## src/rtl/npu_argmax_scanner.sv

```systemverilog
// Scans N consecutive O_buf entries and reports the index and value of the largest
// signed entry; the lowest index wins ties.
module npu_argmax_scanner #(
  parameter int DATA_WIDTH = 8,
  parameter int ARRAY_N    = 16,
  parameter int ADDR_WIDTH = 32
) (
  input  logic                          clk_i,
  input  logic                          rst_ni,
  input  logic                          start_i,
  input  logic [ADDR_WIDTH-1:0]         base_addr_i,
  input  logic [$clog2(ARRAY_N):0]      num_cols_i,
  output logic                          rd_en_o,
  output logic [ADDR_WIDTH-1:0]         rd_addr_o,
  input  logic signed [DATA_WIDTH-1:0]  rd_data_i,
  output logic                          busy_o,
  output logic                          done_o,
  output logic [$clog2(ARRAY_N)-1:0]    max_idx_o,
  output logic signed [DATA_WIDTH-1:0]  max_val_o
);

  localparam int CNT_W = $clog2(ARRAY_N) + 1;
  localparam int IDX_W = $clog2(ARRAY_N);

  localparam logic [1:0] S_IDLE = 2'd0;
  localparam logic [1:0] S_READ = 2'd1;
  localparam logic [1:0] S_LAST = 2'd2;
  localparam logic [1:0] S_DONE = 2'd3;

  localparam logic signed [DATA_WIDTH-1:0] MOST_NEG = {1'b1, {(DATA_WIDTH-1){1'b0}}};

  function automatic logic [CNT_W-1:0] clamp_cols(input logic [CNT_W-1:0] cols);
    return (cols > CNT_W'(ARRAY_N)) ? CNT_W'(ARRAY_N) : cols;
  endfunction

  logic [1:0]                   state_q;
  logic [CNT_W-1:0]             n_q;
  logic [IDX_W-1:0]             issue_cnt_q;
  logic [ADDR_WIDTH-1:0]        rd_addr_q;
  logic                         vld_p1;
  logic [IDX_W-1:0]             data_cnt_p1;
  logic signed [DATA_WIDTH-1:0] run_max_q;
  logic [IDX_W-1:0]             run_idx_q;
  logic signed [DATA_WIDTH-1:0] max_val_q;
  logic [IDX_W-1:0]             max_idx_q;

  logic                         start_ok;
  logic [CNT_W-1:0]             n_start;
  logic                         last_issue;
  logic                         take_p1;
  logic signed [DATA_WIDTH-1:0] nxt_max;
  logic [IDX_W-1:0]             nxt_idx;

  assign start_ok   = start_i && ((state_q == S_IDLE) || (state_q == S_DONE));
  assign n_start    = clamp_cols(num_cols_i);
  assign last_issue = (state_q == S_READ) && ({1'b0, issue_cnt_q} == (n_q - CNT_W'(1)));

  // Stage p1: datum returned for the read issued last cycle, compared against the running max
  assign take_p1 = vld_p1 && (rd_data_i > run_max_q);
  assign nxt_max = take_p1 ? rd_data_i : run_max_q;
  assign nxt_idx = take_p1 ? data_cnt_p1 : run_idx_q;

  always_ff @(posedge clk_i or negedge rst_ni) begin
    if (!rst_ni) begin
      state_q     <= S_IDLE;
      n_q         <= '0;
      issue_cnt_q <= '0;
      rd_addr_q   <= '0;
      vld_p1      <= 1'b0;
      data_cnt_p1 <= '0;
      run_max_q   <= MOST_NEG;
      run_idx_q   <= '0;
      max_val_q   <= '0;
      max_idx_q   <= '0;
    end else begin
      vld_p1      <= (state_q == S_READ);
      data_cnt_p1 <= issue_cnt_q;
      run_max_q   <= nxt_max;
      run_idx_q   <= nxt_idx;
      case (state_q)
        S_IDLE, S_DONE: begin
          if (start_ok) begin
            n_q         <= n_start;
            issue_cnt_q <= '0;
            run_max_q   <= MOST_NEG;
            run_idx_q   <= '0;
            if (n_start == '0) begin
              state_q   <= S_DONE;
              max_val_q <= MOST_NEG;
              max_idx_q <= '0;
            end else begin
              state_q   <= S_READ;
              rd_addr_q <= base_addr_i;
            end
          end
        end
        S_READ: begin
          if (last_issue) begin
            state_q <= S_LAST;
          end else begin
            issue_cnt_q <= issue_cnt_q + IDX_W'(1);
            rd_addr_q   <= rd_addr_q + ADDR_WIDTH'(1);
          end
        end
        S_LAST: begin
          state_q   <= S_DONE;
          max_val_q <= nxt_max;
          max_idx_q <= nxt_idx;
        end
      endcase
    end
  end

  assign rd_en_o   = (state_q == S_READ);
  assign rd_addr_o = rd_addr_q;
  assign busy_o    = (state_q == S_READ) || (state_q == S_LAST);
  assign done_o    = (state_q == S_DONE);
  assign max_idx_o = max_idx_q;
  assign max_val_o = max_val_q;

endmodule

```

## config.mk

```make
export PLATFORM = sky130hd
export DESIGN_NAME = npu_argmax_scanner
export DESIGN_NICKNAME = d
export VERILOG_FILES = /design/src/rtl/npu_argmax_scanner.sv
export SDC_FILE = /design/constraint.sdc
export NUM_CORES = 1
export LEC_CHECK = 0
export ABC_AREA = 1
export BUFFER_PORTS_ARGS = -buffer_cell sky130_fd_sc_hd__clkbuf_2
export CAP_MARGIN = 0
export CORE_ASPECT_RATIO = 0.6
export CORE_MARGIN = 2
export CORE_UTILIZATION = 50
export CTS_CLUSTER_DIAMETER = 100
export DETAILED_ROUTE_END_ITERATION = 8
export PLACE_DENSITY = 0.84
export SKIP_LAST_GASP = 1
export SYNTH_ARGS = -nofsm -noshare
export SYNTH_HDL_FRONTEND = slang
export SYNTH_SLANG_ARGS = --single-unit
```

## constraint.sdc

```tcl
create_clock -name clk_i -period 1.81 [get_ports clk_i]
set_input_delay 0.0905 -clock clk_i [delete_from_list [all_inputs] [get_ports clk_i]]
set_output_delay 0.0905 -clock clk_i [all_outputs]
set_load 0.1 [all_outputs]
```

==> impl_metrics.toml, run 1 <==
[timing]
rsz0062_at_grt = "yes"
finalSetupViolations = 54
fmax_mhz = 499
slew_headroom_pct = 62.3
fin_tns_setup_ns = -3.93
period_needed_ns = 2.00
tightestPinTransition_ns = 0.569
maxSlewViolCount = 0
hold_violations = 0
fin_skew_ns = 0.00873
post-route-period-util_pct = 111
final.setup.worst_slack_ns = -0.194

[floorplan]
die_width_um = 129
num_io_pins = 95
num_rows = 27
fp.coreArea_um2 = 9120
start_util_pct = 51.3
die_h_um = 78.9
dieArea_um2 = 10200

[logic_synthesis]
yosysSeqAreaShare_pct = 38.5
avgSynthCellArea_um2 = 6.88
synth_top_area_share_pct = 38.0
yosysUniqueCellTypes = 37
syn_area_um2 = 4680
yosysTopAreaCell = "dfrtp_1"
synth_xor_area_share_pct = 2.25
ys_ff_latch = 72
yosys.area_share.simple_pct = 41.3
synth_fp_nets = 743
synthAdderAreaFrac_pct = 4.01
netlist_instances = 680
synth_mux_area_share_pct = 0
synth_compound_area_share_pct = 5.11
synth.area.top_cells = "dfrtp_1, nand2_1, nor2_1"
synth_top_family_by_area = "simple AND/OR/NAND/NOR gates"
yosys_warnings = 0

[global_route]
grt_max_degree = 73
track_usage_pct = 29.0
grt_pass1_wl_mm = 22.9
antenna_found_initial = 0
grt_pass1_vias = 4702
gr-total-overflow = 0

[setup_path]
start_kind = "flip-flop"
reg2reg_from = "rd_addr_o[0]$_DFFE_PN0P_"
regToRegEndpoint = "rd_addr_o[16]$_DFFE_PN0P_"
cp.required_ns = 2.08
reg2reg_depth = 9
rrSetupSlack_ns = -0.19
path_class = "flip-flop to flip-flop"
critPathMaxFanout = 4
cp.arrival_ns = 2.27
worstSetupEndpointType = "flip-flop"

[place]
dp_cells = 903
post-dp-hpwl_mm = 10.0
gp_congestion = 0.948
portBuffers = 94
place_ws_ns = -0.198

[clock_tree]
clock-sinks = 72
path_clk_slew_ns = 0.06
cts_made_buffers = 9
cts_tree = "done"
cts-root-buf = "clkbuf_16"
cts.path.max_buffers = 2
cts_max_level = 3
insertion_delay_ns = 0.34

[run]
drv_cap = 0

[route]
via_per_inst = 5.50
routed-via-count = 5138
wl_per_cell_um = 15.6
drt_wl_total_mm = 14.6
detail-route-antenna-nets = 0
drc_errors = 0
first_pass_iters = 5
drt_iter0_markers = 449

[cells_and_area]
n_antenna_cell = 0
most-common-layout-cells = "nand2_1, clkbuf_2, nor2_1"
area_delta_synth_final_pct = 37.7
fin_util_pct = 70.7
fillers = 702
drive_gt1_share_pct = 37.6
final_nets = 877
ff_latch_area_um2 = 1840
mostFrequentLayoutCell = "nand2_1"
multiInputGateArea_um2 = 2880
fin_cells = 935

[worst_hold_path]
min_to = "n_q[2]$_DFFE_PN0P_"
worstHoldStart = "num_cols_i[2]"
hold_class = "primary input to flip-flop"
min_path_cells = 3

[run_status]
violations = "setup timing"
run_status = "complete, but fails checks"
==> critical path, cell delays in order, from the launching register on <==
cell	delay, ns
dfrtp_4	0.44
ha_1	0.22
nand2_1	0.14
nor2_2	0.21
nand2_1	0.12
nor2_1	0.30
xnor2_1	0.11
o21ai_0	0.28
nand2_4	0.06
nand2_2	0.06
==> repair_timing <==
item / in CTS / in global routing
gates resized for setup: 46 / 50
hold buffers: 1 / 0
gates cloned: 5 / 0
pin swaps: 22 / 33
endpoints found under the hold margin: 71 / 0
endpoints found under the setup margin: 56 / 62
buffers inserted: 7 / 3
==> logic make-up (layout without fill, tap and decap cells) <==
family / count (synthesis) / after routing
and+or+nand+nor: 450 / 451
buffers and inverters: 93 / 231
DFF: 72 / 72
AOI/OAI and AO/OA: 38 / 38
xor gates and xnor gates: 12 / 12
adders and majority gates: 15 / 15
==> metrics by stage <==
stage	hold WS, ns	area [um2]
2_1_floorplan	-0.205	4860
4_1_cts	0.00102	6240
3_3_place_gp	0.147	5620
5_1_grt	0.0283	6440
3_5_place_dp	0.154	5620
6_report	0.00916	6440
==> worst max path at each step <==
stage / slack, ns / end / start / depth (start not counted)
final: -0.19 / rd_addr_o[16]$_DFFE_PN0P_ / rd_addr_o[0]$_DFFE_PN0P_ / 9
after global routing: -0.27 / rd_addr_o[16]$_DFFE_PN0P_ / rd_addr_o[1]$_DFFE_PN0P_ / 9
after CTS: -0.10 / flip-flop / run_max_q[7]$_DFF_PN1_ / 10
after detailed placement: -0.20 / flip-flop / run_max_q[7]$_DFF_PN1_ / 10
after global placement: -0.11 / max_val_o[7]$_DFFE_PN0P_ / run_max_q[7]$_DFF_PN1_ / 11
after floorplan: -0.22 / max_idx_o[1]$_DFFE_PN0P_ / state_q[0]$_DFFE_PN0P_ / 8
==> cell type report <==
type,count,share of cell area (%)
Inverter,73,4.56
Sequential cell,72,28.5
Timing Repair inverter,3,0.699
Multi-Input combinational cell,516,44.7
Clock buffer,11,3.92
Clock inverter,5,0.854
Tap cell,116,2.25
Timing Repair Buffer,139,14.5
==> cells in the mapped netlist (all sizes together) <==
master / number
o31ai: 3
xor2: 10
a21oi: 4
a21boi: 1
or2: 12
dfstp: 1
ha: 15
nand2: 270
o211ai: 1
clkbuf: 7
nand4: 19
nand3: 41
inv: 72
o21ai: 25
nor3: 15
dfrtp: 71
nor3b: 1
o22ai: 3
nor2: 91
buf: 13
clkinv: 1
xnor2: 2
nand3b: 1
a22oi: 1
==> routing by layer <==
metal  wire [um]  vias up  GRT usage, %
li1            -     2419             -
met3        1680       48          7.82
met1        6260     2372          41.4
met5           0        -             0
met4         298        0          8.59
met2        6350      299          43.2
Power of run 1 is not shown: default switching activity piles up to over one toggle a cycle in this logic, so the estimate is an artifact.
==> run 2: changes to the inputs <==
--- a/constraint.sdc
+++ b/constraint.sdc
@@ -3,2 +3,2 @@
 set_output_delay 0.0905 -clock clk_i [all_outputs]
-set_load 0.1 [all_outputs]
+set_load 0.05 [all_outputs]
==> impl_metrics.toml, run 2 (synthesized netlist as in run 1, its figures left out) <==
[clock_tree]
cts-root-buf = "clkbuf_16"
insertion_delay_ns = 0.33
cts.path.max_buffers = 2
cts_made_buffers = 9
cts_max_level = 3
clock-sinks = 72
path_clk_slew_ns = 0.06
cts_tree = "done"

[route]
drt_wl_total_mm = 14.5
via_per_inst = 5.36
first_pass_iters = 6
routed-via-count = 5033
drc_errors = 0
wl_per_cell_um = 15.4
drt_iter0_markers = 540
detail-route-antenna-nets = 0

[cells_and_area]
final_nets = 881
n_antenna_cell = 0
most-common-layout-cells = "nand2_1, clkbuf_2, nor2_1"
fin_cells = 939
area_delta_synth_final_pct = 36.5
design_area_um2 = 6390
mostFrequentLayoutCell = "nand2_1"
fillers = 682
fin_util_pct = 70.0
drive_gt1_share_pct = 33.8

[floorplan]
fp.coreArea_um2 = 9120
dieArea_um2 = 10200
die_width_um = 129
num_rows = 27
die_h_um = 78.9
start_util_pct = 51.3
num_io_pins = 95

[timing]
maxSlewViolCount = 0
rsz0062_at_grt = "yes"
fmax_mhz = 502
fin_tns_setup_ns = -5.12
finalSetupViolations = 46
hold_ws_ns = 0.0139
post-route-period-util_pct = 110
final.setup.worst_slack_ns = -0.181
slew_headroom_pct = 59.4
fin_skew_ns = 0.00469
hold_violations = 0
period_needed_ns = 1.99
tightestPinTransition_ns = 0.610

[setup_path]
critPathMaxFanout = 6
worstSetupEndpointType = "flip-flop"
cp.required_ns = 2.02
path_class = "flip-flop to flip-flop"
start_kind = "flip-flop"
cp.arrival_ns = 2.20

[global_route]
grt_max_degree = 48
track_usage_pct = 27.1
grt_pass1_vias = 4299
grt_pass1_wl_mm = 21.4
gr-total-overflow = 0
antenna_found_initial = 0

[place]
post-dp-hpwl_mm = 9.47
place_area_um2 = 5460
gp_congestion = 0.971
dp_cells = 903
portBuffers = 94

[run_status]
run_status = "complete, but fails checks"
violations = "setup timing"

[power_and_ir_drop]
peakVddDrop_uv = 885
p_per_area_nw_per_um2 = 2140
p_leak_nw = 3.27

[run]
drv_cap = 0

[worst_hold_path]
hold_class = "primary input to flip-flop"
run 2: changes by cell type in the layout (fill, tap and decap cells not counted), sizes merged:
cell and change:
clkinvlp -2, buf +4, bufinv +1, clkinv +2, inv -3, clkbuf +2
run 2: path summary, 6_finish.rpt:
| kind | endpoint | slack, ns | start | depth (start not counted) |
|---|---|---|---|---|
| worst min-delay path | n_q[2]$_DFFE_PN0P_ | 0.01 | num_cols_i[2] | 3 |
| worst max-delay path | flip-flop | -0.18 | run_max_q[7]$_DFF_PN1_ | 11 |
| worst max register to register | flip-flop | -0.18 | run_max_q[7]$_DFF_PN1_ | 11 |
| max in group asynchronous | state_q[0]$_DFFE_PN0P_ | 0.97 | rst_ni | 3 |
| min in group asynchronous | state_q[1]$_DFFE_PN0P_ | 0.30 | rst_ni | 3 |
| worst min register to register | max_idx_o[1]$_DFFE_PN0P_ | 0.48 | max_idx_o[1]$_DFFE_PN0P_ | 2 |
run 2: where the power goes:
part,switching (mW),total (mW),internal (mW),leakage [nW]
combinational,5.72,8.82,3.09,2.20
sequential,0.680,2.97,2.29,0.912
clock,0.708,1.91,1.20,0.156
run 2: what timing repair did:
action,CTS,global route
hold buffers,1,0
cloned,3,2
endpoints found under the hold margin,71,0
pin swaps,13,34
setup buffers,10,6
setup endpoints to repair,56,60
gates resized for setup,30,73
run 2: layout make-up:
cell class / instances / area (um2) / area share [%]
multi-input cells: 516 / 2830 / 44.3
flip-flops and latches: 72 / 1810 / 28.3
repair buffers: 146 / 1010 / 15.8
inverters: 73 / 285 / 4.47
clock buffers: 10 / 229 / 3.59
well taps: 116 / 145 / 2.27
clock inverters: 6 / 83.8 / 1.31
run 2: per-layer routing:
layer	share of wire, %	global-route usage (%)	vias up
met1	45	40.7	2302
li1	-	-	2413
met4	2.2	6.52	0
met2	42	38.7	284
met5	0	0	-
met3	10	7.21	34
run 2: per-stage QoR:
step / setup WS (ns) / power [mW]
2_1_floorplan: 0.00242 / 8.19
3_3_place_gp: -0.116 / 9.67
3_5_place_dp: -0.175 / 9.84
4_1_cts: -0.0798 / 12.5
5_1_grt: -0.255 / 14.5
6_report: -0.181 / 13.7
run 2: critical path: stages (launching register included):
cell     delay (ns)
dfstp_2        0.54
inv_2          0.04
ha_4           0.28
inv_2          0.04
or2_1          0.21
nor2_2         0.13
nand3_4        0.12
buf_6          0.14
nand3_4        0.13
nand2_2        0.09
nand2_1        0.08
nor2_1         0.06
Power figures use the tool's default switching activity.
==> run 3: changes to the inputs <==
Settings changed: PLACE_DENSITY 0.84 to 0.81.
Clock period 1.81 ns to 2.1 ns, I/O delays scaled along.
==> impl_metrics.toml, run 3 (synthesized netlist as in run 1, its figures left out) <==
[place]
post-dp-hpwl_mm = 9.97
portBuffers = 94
dp_cells = 888
place_area_um2 = 5340
gp_congestion = 0.948

[setup_path]
critPathMaxFanout = 6
start_kind = "flip-flop"
cp.arrival_ns = 2.34
worstSetupEndpointType = "flip-flop"
rrSetupSlack_ns = 0.0009
path_class = "flip-flop to flip-flop"
cp.required_ns = 2.34

[route]
routed-via-count = 4828
drt_wl_total_mm = 13.6
wl_per_cell_um = 14.9
detail-route-antenna-nets = 0
drc_errors = 0
first_pass_iters = 5
via_per_inst = 5.30
drt_iter0_markers = 515

[clock_tree]
insertion_delay_ns = 0.35
clock-sinks = 72
cts_max_level = 3
cts.path.max_buffers = 2
cts_tree = "done"
path_clk_slew_ns = 0.05
cts_made_buffers = 9
cts-root-buf = "clkbuf_16"

[timing]
post-route-period-util_pct = 100
fin_skew_ns = 0.00654
fmax_mhz = 476
tightestPinTransition_ns = 0.610
finalSetupViolations = 0
period_needed_ns = 2.10
maxSlewViolCount = 0
slew_headroom_pct = 59.3
hold_violations = 0
rsz0062_at_grt = "yes"

[power_and_ir_drop]
clock_power_share_pct = 14.2
p_leak_nw = 3.07
total_power_mw = 10.2
p_switching_mw = 5.49
comb_power_share_pct = 60.3
seqPwrFrac_pct = 25.5
p_per_area_nw_per_um2 = 1780
peakVddDrop_uv = 659
internal_power_mw = 4.75
switching_share_pct = 53.6

[global_route]
grt_max_degree = 73
grt_pass1_wl_mm = 21.5
track_usage_pct = 27.2
grt_pass1_vias = 4467
gr-total-overflow = 0
antenna_found_initial = 0

[cells_and_area]
design_area_um2 = 5760
fin_cells = 911
most-common-layout-cells = "nand2_1, clkbuf_2, nor2_1"
drive_gt1_share_pct = 23.0
final_nets = 853
mostFrequentLayoutCell = "nand2_1"
area_delta_synth_final_pct = 23.0
n_antenna_cell = 0

[floorplan]
die_width_um = 129
num_rows = 27
dieArea_um2 = 10200
die_h_um = 78.9
fp.coreArea_um2 = 9120
start_util_pct = 51.3
num_io_pins = 95

[run_status]
run_status = "finished, final reports clean"

[worst_hold_path]
hold_class = "primary input to flip-flop"

[run]
drv_cap = 0
==> run 3: changes by cell type in the layout (fill, tap and decap cells not counted), moves of 6 or more <==
| cell | change |
|---|---|
| buf_4 | -17 |
| buf_6 | -9 |
| nand2_1 | +31 |
| nand2_2 | -22 |
| nand2_4 | -9 |
| nand3_1 | +12 |
| nand3_2 | -10 |
| nor2_1 | +11 |
| nor2_2 | -6 |
==> run 3: metal layers <==
layer | up-vias | GRT usage [%] | share of wire (%)
li1 | 2350 | - | -
met1 | 2237 | 38.8 | 45
met2 | 213 | 40.2 | 43
met3 | 28 | 8.49 | 9.8
met4 | 0 | 7.17 | 1.7
met5 | - | 0 | 0
==> run 3: critical path: stages, from the launching register on <==
cell	delay, ns
dfstp_2	0.54
inv_2	0.05
ha_4	0.26
inv_1	0.05
or2_0	0.20
nor2_1	0.14
nand3_2	0.18
buf_8	0.19
nand4_1	0.14
nand3_1	0.10
nand2_1	0.10
inv_1	0.04
==> run 3: worst paths after layout <==
| kind | start | endpoint | depth (start not counted) |
|---|---|---|---|
| max in group asynchronous | rst_ni | run_max_q[7]$_DFF_PN1_ | 3 |
| setup reg to reg | run_max_q[7]$_DFF_PN1_ | max_val_o[7]$_DFFE_PN0P_ | 11 |
| hold reg to reg | max_val_o[1]$_DFFE_PN0P_ | max_val_o[1]$_DFFE_PN0P_ | 2 |
| min in group asynchronous | rst_ni | n_q[2]$_DFFE_PN0P_ | 3 |
| setup / recovery | run_max_q[7]$_DFF_PN1_ | max_val_o[7]$_DFFE_PN0P_ | 11 |
| hold / removal | num_cols_i[0] | n_q[0]$_DFFE_PN0P_ | 3 |
==> run 3: stage by stage <==
step	setup TNS [ns]	hold WS, ns	util (%)	setup WS (ns)
3_5_place_dp	0	0.164	58.6	0.0123
2_1_floorplan	0	-0.191	-	0.0723
5_1_grt	-0.415	0.0274	63.1	-0.101
4_1_cts	0	0.000834	61.8	0.0958
3_3_place_gp	0	0.162	58.6	0.102
6_report	0	0.0105	63.1	0.000879
==> run 3: what timing repair did <==
| action | 4_1_cts | 5_1_grt |
|---|---|---|
| gates resized for setup | 1 | 10 |
| hold buffers | 1 | 0 |
| gates cloned | 0 | 2 |
| buffers inserted | 0 | 4 |
| hold endpoints to repair | 71 | 0 |
| pin swaps | 0 | 5 |
| endpoints found under the setup margin | 1 | 23 |
==> run 3: final cells by class <==
| class | count | area [um2] |
|---|---|---|
| inverter | 73 | 274 |
| fill | 825 | 3360 |
| clock inverter | 5 | 31.3 |
| multi-input combinational | 515 | 2500 |
| timing repair buffer | 119 | 756 |
| tap | 116 | 145 |
| clock buffer | 11 | 253 |
| sequential | 72 | 1800 |
==> run 3: power by group through the flow <==
stage	clock network, mW	logic (mW)	registers [mW]
floorplan	0	3.35	3.59
global placement	0	5.59	2.58
detailed placement	0	5.80	2.60
CTS	1.49	5.84	2.58
global route	1.55	6.74	2.68
finish	1.46	6.17	2.61
